File: src/rtl/uart_tx_gen2_pkg.sv
// Shared types, parity encodings and helpers for the uart_tx_gen2 transmitter.
package uart_tx_gen2_pkg;

  localparam int unsigned OVS = 16;

  localparam logic [1:0] ParNone = 2'b00;
  localparam logic [1:0] ParEven = 2'b01;
  localparam logic [1:0] ParOdd  = 2'b10;

  typedef enum logic [2:0] {
    StIdle,
    StStart,
    StData,
    StParity,
    StStop,
    StBreak
  } state_e;

  function automatic logic [3:0] clamp_dbits(input logic [3:0] dbits, input int unsigned max_bits);
    if (dbits < 4'd5) return 4'd5;
    if ({28'd0, dbits} > max_bits) return 4'(max_bits);
    return dbits;
  endfunction

endpackage

File: src/rtl/uart_tx_baud_gen.sv
// Baud generator: divisor counter feeding an oversample tick counter; bit_end marks
// the last clock of every bit period.
module uart_tx_baud_gen
  import uart_tx_gen2_pkg::*;
#(
  parameter int unsigned DIV_W = 16
) (
  input  logic             clk,
  input  logic             rst,
  input  logic             clr,
  input  logic [DIV_W-1:0] div,
  output logic             bit_end
);

  localparam int unsigned TickW = $clog2(OVS);

  logic [DIV_W-1:0] div_cnt_q;
  logic [TickW-1:0] tick_cnt_q;
  logic             tick;

  always_comb begin
    tick    = (div_cnt_q == div);
    bit_end = tick && (tick_cnt_q == TickW'(OVS - 1));
  end

  always_ff @(posedge clk) begin
    if (rst || clr) begin
      div_cnt_q  <= '0;
      tick_cnt_q <= '0;
    end else if (tick) begin
      div_cnt_q  <= '0;
      tick_cnt_q <= tick_cnt_q + 1'b1;
    end else begin
      div_cnt_q  <= div_cnt_q + 1'b1;
    end
  end

endmodule

File: src/rtl/uart_tx_gen2.sv
// UART transmitter with an inline transmit FIFO, configurable framing, parity and
// break generation.
module uart_tx_gen2
  import uart_tx_gen2_pkg::*;
#(
  parameter int unsigned DATA_MAX   = 9,
  parameter int unsigned FIFO_DEPTH = 8,
  parameter int unsigned DIV_W      = 16
) (
  input  logic                          clk,
  input  logic                          rst,
  input  logic [DIV_W-1:0]              cfg_div,
  input  logic                          cfg_txen,
  input  logic [3:0]                    cfg_dbits,
  input  logic [1:0]                    cfg_parity,
  input  logic                          cfg_nstop,
  input  logic                          cfg_break,
  input  logic                          tx_valid,
  input  logic [DATA_MAX-1:0]           tx_data,
  output logic                          tx_ready,
  output logic [$clog2(FIFO_DEPTH):0]   fifo_level,
  output logic                          tx_busy,
  output logic                          tx_done,
  output logic                          uart_txd
);

  localparam int unsigned AW   = $clog2(FIFO_DEPTH);
  localparam int unsigned LvlW = AW + 1;

  logic [DATA_MAX-1:0] mem [FIFO_DEPTH];
  logic [AW-1:0]       wr_ptr_q, rd_ptr_q;
  logic [LvlW-1:0]     count_q;
  logic                push, pop;
  logic [DATA_MAX-1:0] head;

  state_e              state_q, state_d;
  logic [DATA_MAX-1:0] shift_q, shift_d;
  logic [3:0]          bit_cnt_q, bit_cnt_d;
  logic                stop_cnt_q, stop_cnt_d;
  logic                brk_rel_q, brk_rel_d;
  logic [3:0]          dbits_q;
  logic [1:0]          par_mode_q;
  logic                nstop_q;
  logic                par_q;
  logic [DIV_W-1:0]    div_q;

  logic [3:0]          dbits_cl;
  logic [DATA_MAX-1:0] data_mask;
  logic                par_bit;
  logic                has_parity;
  logic                baud_clr;
  logic                bit_end;
  logic                done;
  logic                txd;

  assign tx_ready = (count_q < LvlW'(FIFO_DEPTH));
  assign push     = tx_valid && tx_ready;
  assign head     = mem[rd_ptr_q];

  always_ff @(posedge clk) begin
    if (rst) begin
      wr_ptr_q <= '0;
      rd_ptr_q <= '0;
      count_q  <= '0;
    end else begin
      if (push) wr_ptr_q <= wr_ptr_q + 1'b1;
      if (pop)  rd_ptr_q <= rd_ptr_q + 1'b1;
      if (push && !pop) begin
        count_q <= count_q + 1'b1;
      end else if (pop && !push) begin
        count_q <= count_q - 1'b1;
      end
    end
  end

  always_ff @(posedge clk) begin
    if (push) mem[wr_ptr_q] <= tx_data;
  end

  // Parity is taken over the bits that will actually be shifted out.
  always_comb begin
    dbits_cl  = clamp_dbits(cfg_dbits, DATA_MAX);
    data_mask = '0;
    for (int i = 0; i < DATA_MAX; i++) begin
      data_mask[i] = (i < int'(dbits_cl));
    end
    par_bit    = (^(head & data_mask)) ^ (cfg_parity == ParOdd);
    has_parity = !((par_mode_q == ParNone) || (par_mode_q == 2'b11));
  end

  uart_tx_baud_gen #(
    .DIV_W(DIV_W)
  ) u_baud (
    .clk    (clk),
    .rst    (rst),
    .clr    (baud_clr),
    .div    (div_q),
    .bit_end(bit_end)
  );

  always_comb begin
    state_d    = state_q;
    shift_d    = shift_q;
    bit_cnt_d  = bit_cnt_q;
    stop_cnt_d = stop_cnt_q;
    brk_rel_d  = brk_rel_q;
    pop        = 1'b0;
    baud_clr   = 1'b0;
    done       = 1'b0;
    txd        = 1'b1;
    unique case (state_q)
      StIdle: begin
        if (cfg_break) begin
          state_d   = StBreak;
          brk_rel_d = 1'b0;
        end else if (cfg_txen && (count_q != '0)) begin
          state_d    = StStart;
          pop        = 1'b1;
          baud_clr   = 1'b1;
          shift_d    = head;
          bit_cnt_d  = '0;
          stop_cnt_d = 1'b0;
        end
      end
      StStart: begin
        txd = 1'b0;
        if (bit_end) state_d = StData;
      end
      StData: begin
        txd = shift_q[0];
        if (bit_end) begin
          shift_d   = shift_q >> 1;
          bit_cnt_d = bit_cnt_q + 4'd1;
          if (bit_cnt_q == dbits_q - 4'd1) begin
            state_d = has_parity ? StParity : StStop;
          end
        end
      end
      StParity: begin
        txd = par_q;
        if (bit_end) state_d = StStop;
      end
      StStop: begin
        if (bit_end) begin
          if (nstop_q && !stop_cnt_q) begin
            stop_cnt_d = 1'b1;
          end else begin
            done    = 1'b1;
            state_d = StIdle;
          end
        end
      end
      StBreak: begin
        // Hold the line low until release, then one full bit time of mark.
        if (!brk_rel_q) begin
          txd = 1'b0;
          if (!cfg_break) begin
            brk_rel_d = 1'b1;
            baud_clr  = 1'b1;
          end
        end else if (bit_end) begin
          state_d = StIdle;
        end
      end
      default: state_d = StIdle;
    endcase
  end

  always_ff @(posedge clk) begin
    if (rst) begin
      state_q    <= StIdle;
      shift_q    <= '0;
      bit_cnt_q  <= '0;
      stop_cnt_q <= 1'b0;
      brk_rel_q  <= 1'b0;
      dbits_q    <= 4'd8;
      par_mode_q <= ParNone;
      nstop_q    <= 1'b0;
      par_q      <= 1'b0;
      div_q      <= '0;
    end else begin
      state_q    <= state_d;
      shift_q    <= shift_d;
      bit_cnt_q  <= bit_cnt_d;
      stop_cnt_q <= stop_cnt_d;
      brk_rel_q  <= brk_rel_d;
      if (state_q == StIdle) div_q <= cfg_div;
      if (pop) begin
        dbits_q    <= dbits_cl;
        par_mode_q <= cfg_parity;
        nstop_q    <= cfg_nstop;
        par_q      <= par_bit;
      end
    end
  end

  assign uart_txd   = rst | txd;
  assign tx_busy    = !rst && (state_q != StIdle);
  assign tx_done    = !rst && done;
  assign fifo_level = rst ? '0 : count_q;

endmodule

File: config.mk
export PLATFORM = sky130hd
export DESIGN_NAME = uart_tx_gen2
export DESIGN_NICKNAME = d
export VERILOG_FILES = /design/src/rtl/uart_tx_gen2_pkg.sv /design/src/rtl/uart_tx_baud_gen.sv /design/src/rtl/uart_tx_gen2.sv
export SDC_FILE = /design/constraint.sdc
export NUM_CORES = 1
export LEC_CHECK = 0
export ABC_AREA = 1
export BUFFER_PORTS_ARGS = -buffer_cell sky130_fd_sc_hd__clkbuf_2
export CAP_MARGIN = 20
export CORE_MARGIN = 8
export CORE_UTILIZATION = 45
export DETAILED_ROUTE_END_ITERATION = 6
export PLACE_DENSITY = 0.61
export SYNTH_ARGS = -nofsm -noshare
export SYNTH_HDL_FRONTEND = slang
export SYNTH_SLANG_ARGS = --single-unit
File: constraint.sdc
create_clock -name clk -period 2.6 [get_ports clk]
set_input_delay 0.13 -clock clk [delete_from_list [all_inputs] [get_ports clk]]
set_output_delay 0.13 -clock clk [all_outputs]
set_load 0.03 [all_outputs]
==> results of run 1 <==
stage by stage:
step	util	std cells	total power (uW)	instance area (um^2)	worst slack, ns
finish	0.538	1184	7830	8430	0.234
CTS	0.538	1184	7890	8430	0.170
global route	0.538	1184	8350	8430	0.0162
global placement	0.484	1128	5350	7580	0.247
detailed placement	0.484	1128	5380	7580	0.186
floorplan	-	876	4810	7110	0.0435
power groups by stage:
stage	Sequential, uW	Combinational [uW]	Clock, uW
6_report	2980	2380	2470
5_1_grt	3020	2710	2620
4_1_cts	2970	2400	2520
3_5_place_dp	3020	2360	0
3_3_place_gp	3010	2340	0
2_1_floorplan	2980	1830	0
cell usage in the layout (no fill, tap or decap), types with 20 or more instances in the layout:
| cell | instances |
|---|---|
| inv_1 | 124 |
| clkbuf_2 | 44 |
| edfxtp_1 | 72 |
| nand3_1 | 74 |
| dlygate4sd3_1 | 24 |
| buf_4 | 20 |
| o21ai_0 | 49 |
| nand2_1 | 218 |
| nor2_1 | 95 |
| a21oi_1 | 42 |
| dfxtp_1 | 73 |
routing by layer:
metal / up-vias / GRT usage / wire length, um
met4: 0 / 0.0599 / 247
met2: 111 / 0.270 / 7280
met5: - / 0 / 0
met1: 2565 / 0.202 / 7260
li1: 2971 / - / -
met3: 23 / 0.0383 / 656
what timing repair did:
item	4_1_cts	5_1_grt
endpoints found under the setup margin	0	1
resized for setup	0	3
endpoints found under the hold margin	59	0
hold buffers	24	0
cells in the mapped netlist, drive strengths merged (2+ instances only):
master / count / area share
xor2: 10 / 0.012
a21oi: 43 / 0.032
a31oi: 2 / 0.0018
nor2: 100 / 0.058
a211oi: 3 / 0.0032
nand2: 222 / 0.12
dfxtp: 75 / 0.21
nand4: 9 / 0.0079
xnor2: 14 / 0.017
o21ai: 50 / 0.035
buf: 20 / 0.019
clkbuf: 8 / 0.0044
ha: 9 / 0.016
and3: 2 / 0.0018
inv: 132 / 0.070
edfxtp: 72 / 0.30
nand3: 74 / 0.052
nor3b: 5 / 0.0053
nor3: 14 / 0.012
or2: 3 / 0.0030
sequential cells by signal, summed over array words and instances, names as in the netlist, 4 cells and up, named ones only:
register,flops
count_q,4
bit_cnt_q,4
shift_q,9
dbits_q,4
div_q,16
u_baud.div_cnt_q,16
mem,72
u_baud.tick_cnt_q,4
worst max path at each step:
stage | depth (start not counted) | to | startpoint | slack, ns
detailed placement | 17 | count_q[3]$_SDFFE_PP0P_ | count_q[2]$_SDFFE_PP0P_ | 0.19
global placement | 17 | count_q[3]$_SDFFE_PP0P_ | count_q[2]$_SDFFE_PP0P_ | 0.25
floorplan | 19 | count_q[3]$_SDFFE_PP0P_ | state_q[1]$_SDFFE_PP0P_ | 0.04
CTS | 17 | count_q[3]$_SDFFE_PP0P_ | count_q[2]$_SDFFE_PP0P_ | 0.17
finish | 8 | tx_done | u_baud.div_cnt_q[11]$_SDFF_PP0_ | 0.23
global route | 17 | count_q[3]$_SDFFE_PP0P_ | count_q[2]$_SDFFE_PP0P_ | 0.02
layout make-up:
cell class / count / area share
sequential: 147 / 0.435
clock buffer: 20 / 0.0567
inverter: 132 / 0.0588
timing repair buffer: 88 / 0.0724
clock inverter: 12 / 0.0147
tap: 216 / 0.0321
multi-input combinational: 569 / 0.330
cells by family after synthesis:
logic type                 after synthesis
and+or+nand+nor                        431
buffers and inverters                  160
DFF                                    147
AOI/OAI and AO/OA                      104
xor gates and xnor gates                24
adders and majority gates               10
==> results.toml, run 1 <==
[power_and_ir_drop]
internal_power_uw = 5140
vdd.ir_drop.worst_mv = 0.546
switching_power_uw = 2690
p_leak_uw = 0.00369
p_comb_frac = 0.304
power_density_nw_per_um2 = 929
clockPowerShare = 0.316
p_sw_frac = 0.344
seq_power_share = 0.380

[route]
viasPerCell = 4.79
drtIter0Drc = 326
drcViolationCount = 0
drt-pass1-iter-count = 5
vias = 5670
ant_nets = 0
drt-total-wl_mm = 15.4
post_drt_wl_per_cell_um = 13.0

[sta]
min_period_ns = 2.37
fin_setup_tns_ns = 0
hold_slack_ns = 0.00799
post-route-period-util = 0.910
rsz0062_at_grt = "no"
fin_skew_ns = 0.00697
fmax_ghz = 0.423
slew_viol_final = 0
finalSetupViolCount = 0
slew_headroom = 0.619
worst_slew_pin_slew_ns = 0.570
hold_violations = 0

[global_routing]
grt_pass1_vias = 5264
grt_use_total = 0.162
grt_max_degree = 38
antenna_found_initial = 0
gr-total-overflow = 0
grt_pass1_wl_mm = 25.6

[floorplanning]
start_util = 0.453
die_w_um = 142
core_um2 = 15700
dieArea_um2 = 20000
num_rows = 46
die_h_um = 142
io-pin-count = 45

[setup_path]
r2r_setup_slack_ns = 0.23
timing.rr.end = "count_q[3]$_SDFFE_PP0P_"
critical_path_class = "reg -> out"
slowest_stage = "dfxtp_1"
crit_chain = "xnor2_1 -> nand2_1 -> nor2_1 -> nand2_1 -> nor2_4 -> nand4_1 -> a211oi_1 -> clkbuf_2"
critPathArrivalTime_ns = 2.24
critPathTopFamily = "simple AND/OR/NAND/NOR gates"
path_max_fanout = 7
path_common_cell = "nand2_1"
crit_path_end_kind = "output pin"
reg2reg_from = "state_q[1]$_SDFFE_PP0P_"
start_kind = "flip-flop"
crit_buf_inv = 1
worstPathRequired_ns = 2.47
cpPeakStageDelay_ns = 0.43
reg2reg_depth = 18

[clocking]
cts_sinks = 147
clk_pin_slew_ns = 0.06
clockRootBuffer = "clkbuf_16"
postCtsSetupRepairBufs = 0
cts_tree = "done"
h-tree-depth = 4
numCtsBuffers = 17
clk_latency_ns = 0.42
cts_buffer_depth = 2

[hold_path]
hold_class = "in -> reg"
hp-start = "tx_data[0]"
hold_depth = 1
hold_end = "mem[4][0]$_DFFE_PP_"

[synth]
syn_avg_cell_area_um2 = 8.09
synth_edf_count = 72
synth_top_family_by_area = "simple AND/OR/NAND/NOR gates"
muxShareOfSynthArea = 0
synthArstFlopShare = 0
syn_nets = 923
synthSimpleGateAreaFrac = 0.263
yosys_warnings = 0
seq_area_frac_synth = 0.517
yosys.cell_types.count = 43
syn-instance-count = 876
ys_ff_latch = 147
synth-adder-area-share = 0.0187
synth_flop_cell = "dfxtp_1"
synth_compound_area_frac = 0.0791
yosys.area_share.xor_xnor = 0.0297
synth_area_um2 = 7090

[placed_design]
place_hpwl_mm = 10.4
port_buffers = 44
gp_congestion = 0.805

[final_layout]
multi_input_area_um2 = 2790
fillerInstances = 1481
area_delta_synth_final_pct = 18.9
antenna_cells = 0
final_nets = 1002
drive_above_1_share = 0.127
final-seq-area_um2 = 3670

[run_status]
status = "completed"

[job]
max_cap_violations = 0
No activity file was read; power rests on OpenSTA's default activity.
==> inputs of run 2 (changes only) <==
--- a/config.mk
+++ b/config.mk
@@ -8,6 +8,7 @@
 export ABC_AREA = 1
 export BUFFER_PORTS_ARGS = -buffer_cell sky130_fd_sc_hd__clkbuf_2
 export CAP_MARGIN = 20
+export CORE_ASPECT_RATIO = 1.75
 export CORE_MARGIN = 8
 export CORE_UTILIZATION = 45
 export DETAILED_ROUTE_END_ITERATION = 6
==> results.toml, run 2 (synthesized netlist as in run 1, its figures left out) <==
[run_status]
status = "completed"

[sta]
finalSetupViolCount = 0
worst_slew_pin_slew_ns = 0.553
hold_violations = 0
min_period_ns = 2.41
slew_headroom = 0.631
fin_skew_ns = 0.0140
post-route-period-util = 0.927
rsz0062_at_grt = "no"
fin_setup_tns_ns = 0
slew_viol_final = 0
fmax_ghz = 0.415

[route]
vias = 5722
drt-total-wl_mm = 16.7
dr_wl_met2_mm = 9.20
drt-pass1-iter-count = 5
met1_length_mm = 6.39
ant_nets = 0
post_drt_wl_per_cell_um = 14.5
top_layer = "met4"
drtIter0Drc = 254
viasPerCell = 4.98
drcViolationCount = 0
met3WireLength_um = 591

[clocking]
cts_sinks = 147
postCtsSetupRepairBufs = 0
h-tree-depth = 4
clockRootBuffer = "clkbuf_16"
cts_buffer_depth = 2
cts_tree = "done"
numCtsBuffers = 17
clk_latency_ns = 0.42
clk_pin_slew_ns = 0.07

[setup_path]
path_max_fanout = 3
critPathTopFamily = "simple AND/OR/NAND/NOR gates"
start_kind = "flip-flop"
timing.rr.end = "count_q[3]$_SDFFE_PP0P_"
path_common_cell = "nor2_1"
worstPathRequired_ns = 2.91
cpPeakStageDelay_ns = 0.38
crit_path_end_kind = "flip-flop"
reg2reg_from = "count_q[2]$_SDFFE_PP0P_"
slowest_stage = "dfxtp_1"
critical_path_class = "reg -> reg"
crit_chain = "inv_1 -> nand3_1 -> o21ai_0 -> or2_4 -> nor2_4 -> inv_2 -> ha_1 -> inv_2 -> ha_1 -> nand2_1 -> nor2_1 -> a211oi_2 -> nor2_1 -> nor2_1 -> nand2_1 -> o21ai_0 -> a21oi_1"
r2r_setup_slack_ns = 0.19
crit_buf_inv = 3
critPathArrivalTime_ns = 2.72
reg2reg_depth = 17

[floorplanning]
die_w_um = 111
dieArea_um2 = 20200
num_rows = 60
start_util = 0.461
core_um2 = 15400
io-pin-count = 45
die_h_um = 182

[final_layout]
antenna_cells = 0
largest_reg_flops = 72
largestRegisters = "mem (72), div_q (16), u_baud.div_cnt_q (16)"
drive_above_1_share = 0.126
area_delta_synth_final_pct = 17.6
final_common_cell = "nand2_1"
fin_area_um2 = 8340
top_register = "mem"
fillerInstances = 1414
final_nets = 998
layout_common_cells = "nand2_1, inv_1, nor2_1"

[job]
max_cap_violations = 0

[placed_design]
port_buffers = 44
place_hpwl_mm = 11.9
placed_cell_area_um2 = 7570
gp_congestion = 0.895

[hold_path]
hold_class = "in -> reg"
hp-start = "tx_data[6]"
hold_depth = 1
hold_end = "mem[3][6]$_DFFE_PP_"

[global_routing]
grt_pass1_wl_mm = 27.8
grt_use_total = 0.170
antenna_found_initial = 0
grt_pass1_vias = 5760
gr-total-overflow = 0
grt_max_degree = 26

[power_and_ir_drop]
p_leak_uw = 0.00366
power_density_nw_per_um2 = 939
vdd.ir_drop.worst_mv = 0.525
run 2: cell count changes in the layout (fill, tap and decap cells not counted), sizes merged:
cell,previous run,this run
clkinv,4,7
buf,20,22
clkbuf,64,63
dlygate4sd3,24,18
inv,136,135
clkinvlp,2,1
run 2: repair_timing:
item,CTS,global route
endpoints found under the hold margin,18,0
gates resized for setup,0,0
hold buffers,18,0
run 2: how the worst max path moves through the flow:
stage | startpoint | end | slack, ns | cells past startpoint
2_1_floorplan | state_q[1]$_SDFFE_PP0P_ | count_q[3]$_SDFFE_PP0P_ | 0.04 | 19
3_3_place_gp | count_q[2]$_SDFFE_PP0P_ | count_q[3]$_SDFFE_PP0P_ | 0.19 | 17
3_5_place_dp | count_q[2]$_SDFFE_PP0P_ | count_q[3]$_SDFFE_PP0P_ | 0.18 | 17
4_1_cts | count_q[2]$_SDFFE_PP0P_ | count_q[3]$_SDFFE_PP0P_ | 0.16 | 17
5_1_grt | count_q[1]$_SDFFE_PP0P_ | count_q[3]$_SDFFE_PP0P_ | 0.02 | 17
6_report | count_q[2]$_SDFFE_PP0P_ | count_q[3]$_SDFFE_PP0P_ | 0.19 | 17
run 2: where the power goes:
part	internal [uW]	leakage [uW]	total, uW	switching, uW
Clock	1430	0.000280	2410	982
Combinational	856	0.00211	2450	1590
Sequential	2770	0.00127	2970	204
Total	5050	0.00366	7830	2780
run 2: layer usage:
metal	track usage	vias to the layer above
met1	0.160	2629
met4	0.0793	0
met3	0.0340	31
li1	-	2957
met5	0	-
met2	0.337	105
run 2: area by class of cell:
| cell class | instances | area, um^2 | share of cell area |
|---|---|---|---|
| repair buffers | 84 | 578 | 0.0693 |
| multi-input cells | 569 | 2790 | 0.334 |
| clock buffers | 19 | 433 | 0.0519 |
| well taps | 186 | 233 | 0.0279 |
| inverters | 132 | 495 | 0.0594 |
| flip-flops and latches | 147 | 3660 | 0.439 |
| clock inverters | 13 | 150 | 0.0180 |
run 2: worst register-to-register path, delay by kind of cell, from the launching register on:
family	cells	cell delay, ns
compound gates	4	0.48
fa+ha+maj	2	0.44
buf+inv	3	0.23
flops	1	0.38
simple gates	8	0.79
run 2: metrics by stage:
step / utilization / hold WS, ns / setup WS [ns] / total power, uW / instances
finish: 0.542 / 0.00663 / 0.191 / 7830 / 1150
global route: 0.542 / 0.0119 / 0.0153 / 8350 / 1150
CTS: 0.542 / 0.00216 / 0.164 / 7900 / 1150
detailed placement: 0.492 / 0.359 / 0.178 / 5450 / 1100
global placement: 0.492 / 0.351 / 0.193 / 5420 / 1100
floorplan: - / 0.229 / 0.0435 / 4810 / 876
==> inputs of run 3 (changes only) <==
--- a/config.mk
+++ b/config.mk
@@ -12,7 +12,7 @@
 export CORE_MARGIN = 8
 export CORE_UTILIZATION = 45
 export DETAILED_ROUTE_END_ITERATION = 6
-export PLACE_DENSITY = 0.61
+export REMOVE_ABC_BUFFERS = 1
 export SYNTH_ARGS = -nofsm -noshare
 export SYNTH_HDL_FRONTEND = slang
 export SYNTH_SLANG_ARGS = --single-unit
==> results.toml, run 3 (synthesized netlist as in run 1, its figures left out) <==
[run_status]
status = "completed"

[setup_path]
path_common_cell = "nor2_1"
crit_path_end_kind = "flip-flop"
start_kind = "flip-flop"
path_max_fanout = 3
cpPeakStageDelay_ns = 0.38
crit_chain = "inv_1 -> nand3_1 -> o21ai_0 -> or2_4 -> nor2_4 -> inv_2 -> ha_1 -> inv_2 -> ha_1 -> nand2_1 -> nor2_1 -> a211oi_2 -> nor2_1 -> nor2_1 -> nand2_1 -> o21ai_0 -> a21oi_1"
worstPathRequired_ns = 2.91
slowest_stage = "dfxtp_1"
critPathArrivalTime_ns = 2.73
critical_path_class = "reg -> reg"

[route]
post_drt_wl_per_cell_um = 14.6
vias = 5697
ant_nets = 0
drcViolationCount = 0
drt-pass1-iter-count = 4
viasPerCell = 4.92
drt-total-wl_mm = 16.9
drtIter0Drc = 176

[final_layout]
largest_reg_flops = 72
final_nets = 1005
top_register = "mem"
multi_input_area_um2 = 2790
antenna_cells = 0
drive_above_1_share = 0.126
fillerInstances = 1421
final_common_cell = "nand2_1"
layout_common_cells = "nand2_1, inv_1, nor2_1"
area_delta_synth_final_pct = 17.8
largestRegisters = "mem (72), div_q (16), u_baud.div_cnt_q (16)"
final-seq-area_um2 = 3660

[floorplanning]
start_util = 0.461
dieArea_um2 = 20200
die_h_um = 182
io-pin-count = 45
num_rows = 60
die_w_um = 111
core_um2 = 15400

[global_routing]
grt_pass1_wl_mm = 27.6
busiest_layer = "met2"
grt_use_total = 0.171
grt_pass1_vias = 5773
antenna_found_initial = 0
gr-total-overflow = 0
globalRouteMet1Util = 0.164
grt_max_degree = 38
met2_usage = 0.340
grt_use_met3 = 0.0317

[sta]
min_period_ns = 2.42
fin_skew_ns = 0.0116
worst_slew_pin_slew_ns = 0.524
fin_setup_tns_ns = 0
slew_headroom = 0.650
slew_viol_final = 0
finalSetupViolCount = 0
fmax_ghz = 0.413
hold_violations = 0
post-route-period-util = 0.932
hold_slack_ns = 0.00442

[placed_design]
port_buffers = 44
gp_congestion = 0.795
place_hpwl_mm = 11.8

[clocking]
cts_buffer_depth = 2
cts_sinks = 147
numCtsBuffers = 17
clk_latency_ns = 0.42
clk_pin_slew_ns = 0.06
cts_tree = "done"
clockRootBuffer = "clkbuf_16"
postCtsSetupRepairBufs = 0
h-tree-depth = 4

[power_and_ir_drop]
vdd.ir_drop.worst_mv = 0.552
total_power_uw = 7650
p_leak_uw = 0.00367
power_density_nw_per_um2 = 917

[hold_path]
hold_class = "in -> reg"

[job]
max_cap_violations = 0
run 3: cell type report:
| type | count | share of cell area |
|---|---|---|
| clock buffer | 21 | 0.0553 |
| clock inverter | 11 | 0.00914 |
| inverter | 132 | 0.0594 |
| multi-input combinational | 569 | 0.334 |
| sequential | 147 | 0.439 |
| tap | 186 | 0.0279 |
| timing repair buffer | 91 | 0.0758 |
run 3: layer usage:
layer | part of all wire | up-vias
met4 | 0.024 | 0
met2 | 0.56 | 99
met1 | 0.38 | 2602
met3 | 0.030 | 25
li1 | - | 2971
met5 | 0 | -
run 3: worst paths after layout:
path	startpoint	to	slack, ns	depth (start not counted)
hold / removal	tx_data[2]	mem[4][2]$_DFFE_PP_	0.004	1
setup / recovery	count_q[2]$_SDFFE_PP0P_	count_q[3]$_SDFFE_PP0P_	0.18	17
hold reg to reg	shift_q[5]$_SDFFE_PP0P_	shift_q[5]$_SDFFE_PP0P_	0.45	2
setup reg to reg	count_q[2]$_SDFFE_PP0P_	count_q[3]$_SDFFE_PP0P_	0.18	17
run 3: where the power goes:
group / internal (uW) / switching, uW
combinational: 867 / 1570
sequential: 2770 / 207
clock: 1280 / 955
total: 4920 / 2730
run 3: repair_timing:
item | CTS | global route
hold buffers | 24 | 0
gates resized for setup | 0 | 3
setup endpoints to repair | 0 | 1
hold endpoints to repair | 56 | 0
run 3: metrics by stage:
stage	std cells	area, um^2	worst slack, ns	util
2_1_floorplan	848	6930	-0.233	-
3_3_place_gp	1101	7550	0.126	0.491
3_5_place_dp	1101	7550	0.0902	0.491
4_1_cts	1157	8330	0.0608	0.541
5_1_grt	1157	8350	-0.00243	0.542
6_report	1157	8350	0.177	0.542
run 3: critical path, delay by kind of cell, from the launching register on:
kind            cells  cell delay [ns]
buf+inv             3             0.24
fa+ha+maj           2             0.45
flops               1             0.38
simple gates        8             0.76
compound gates      4             0.48
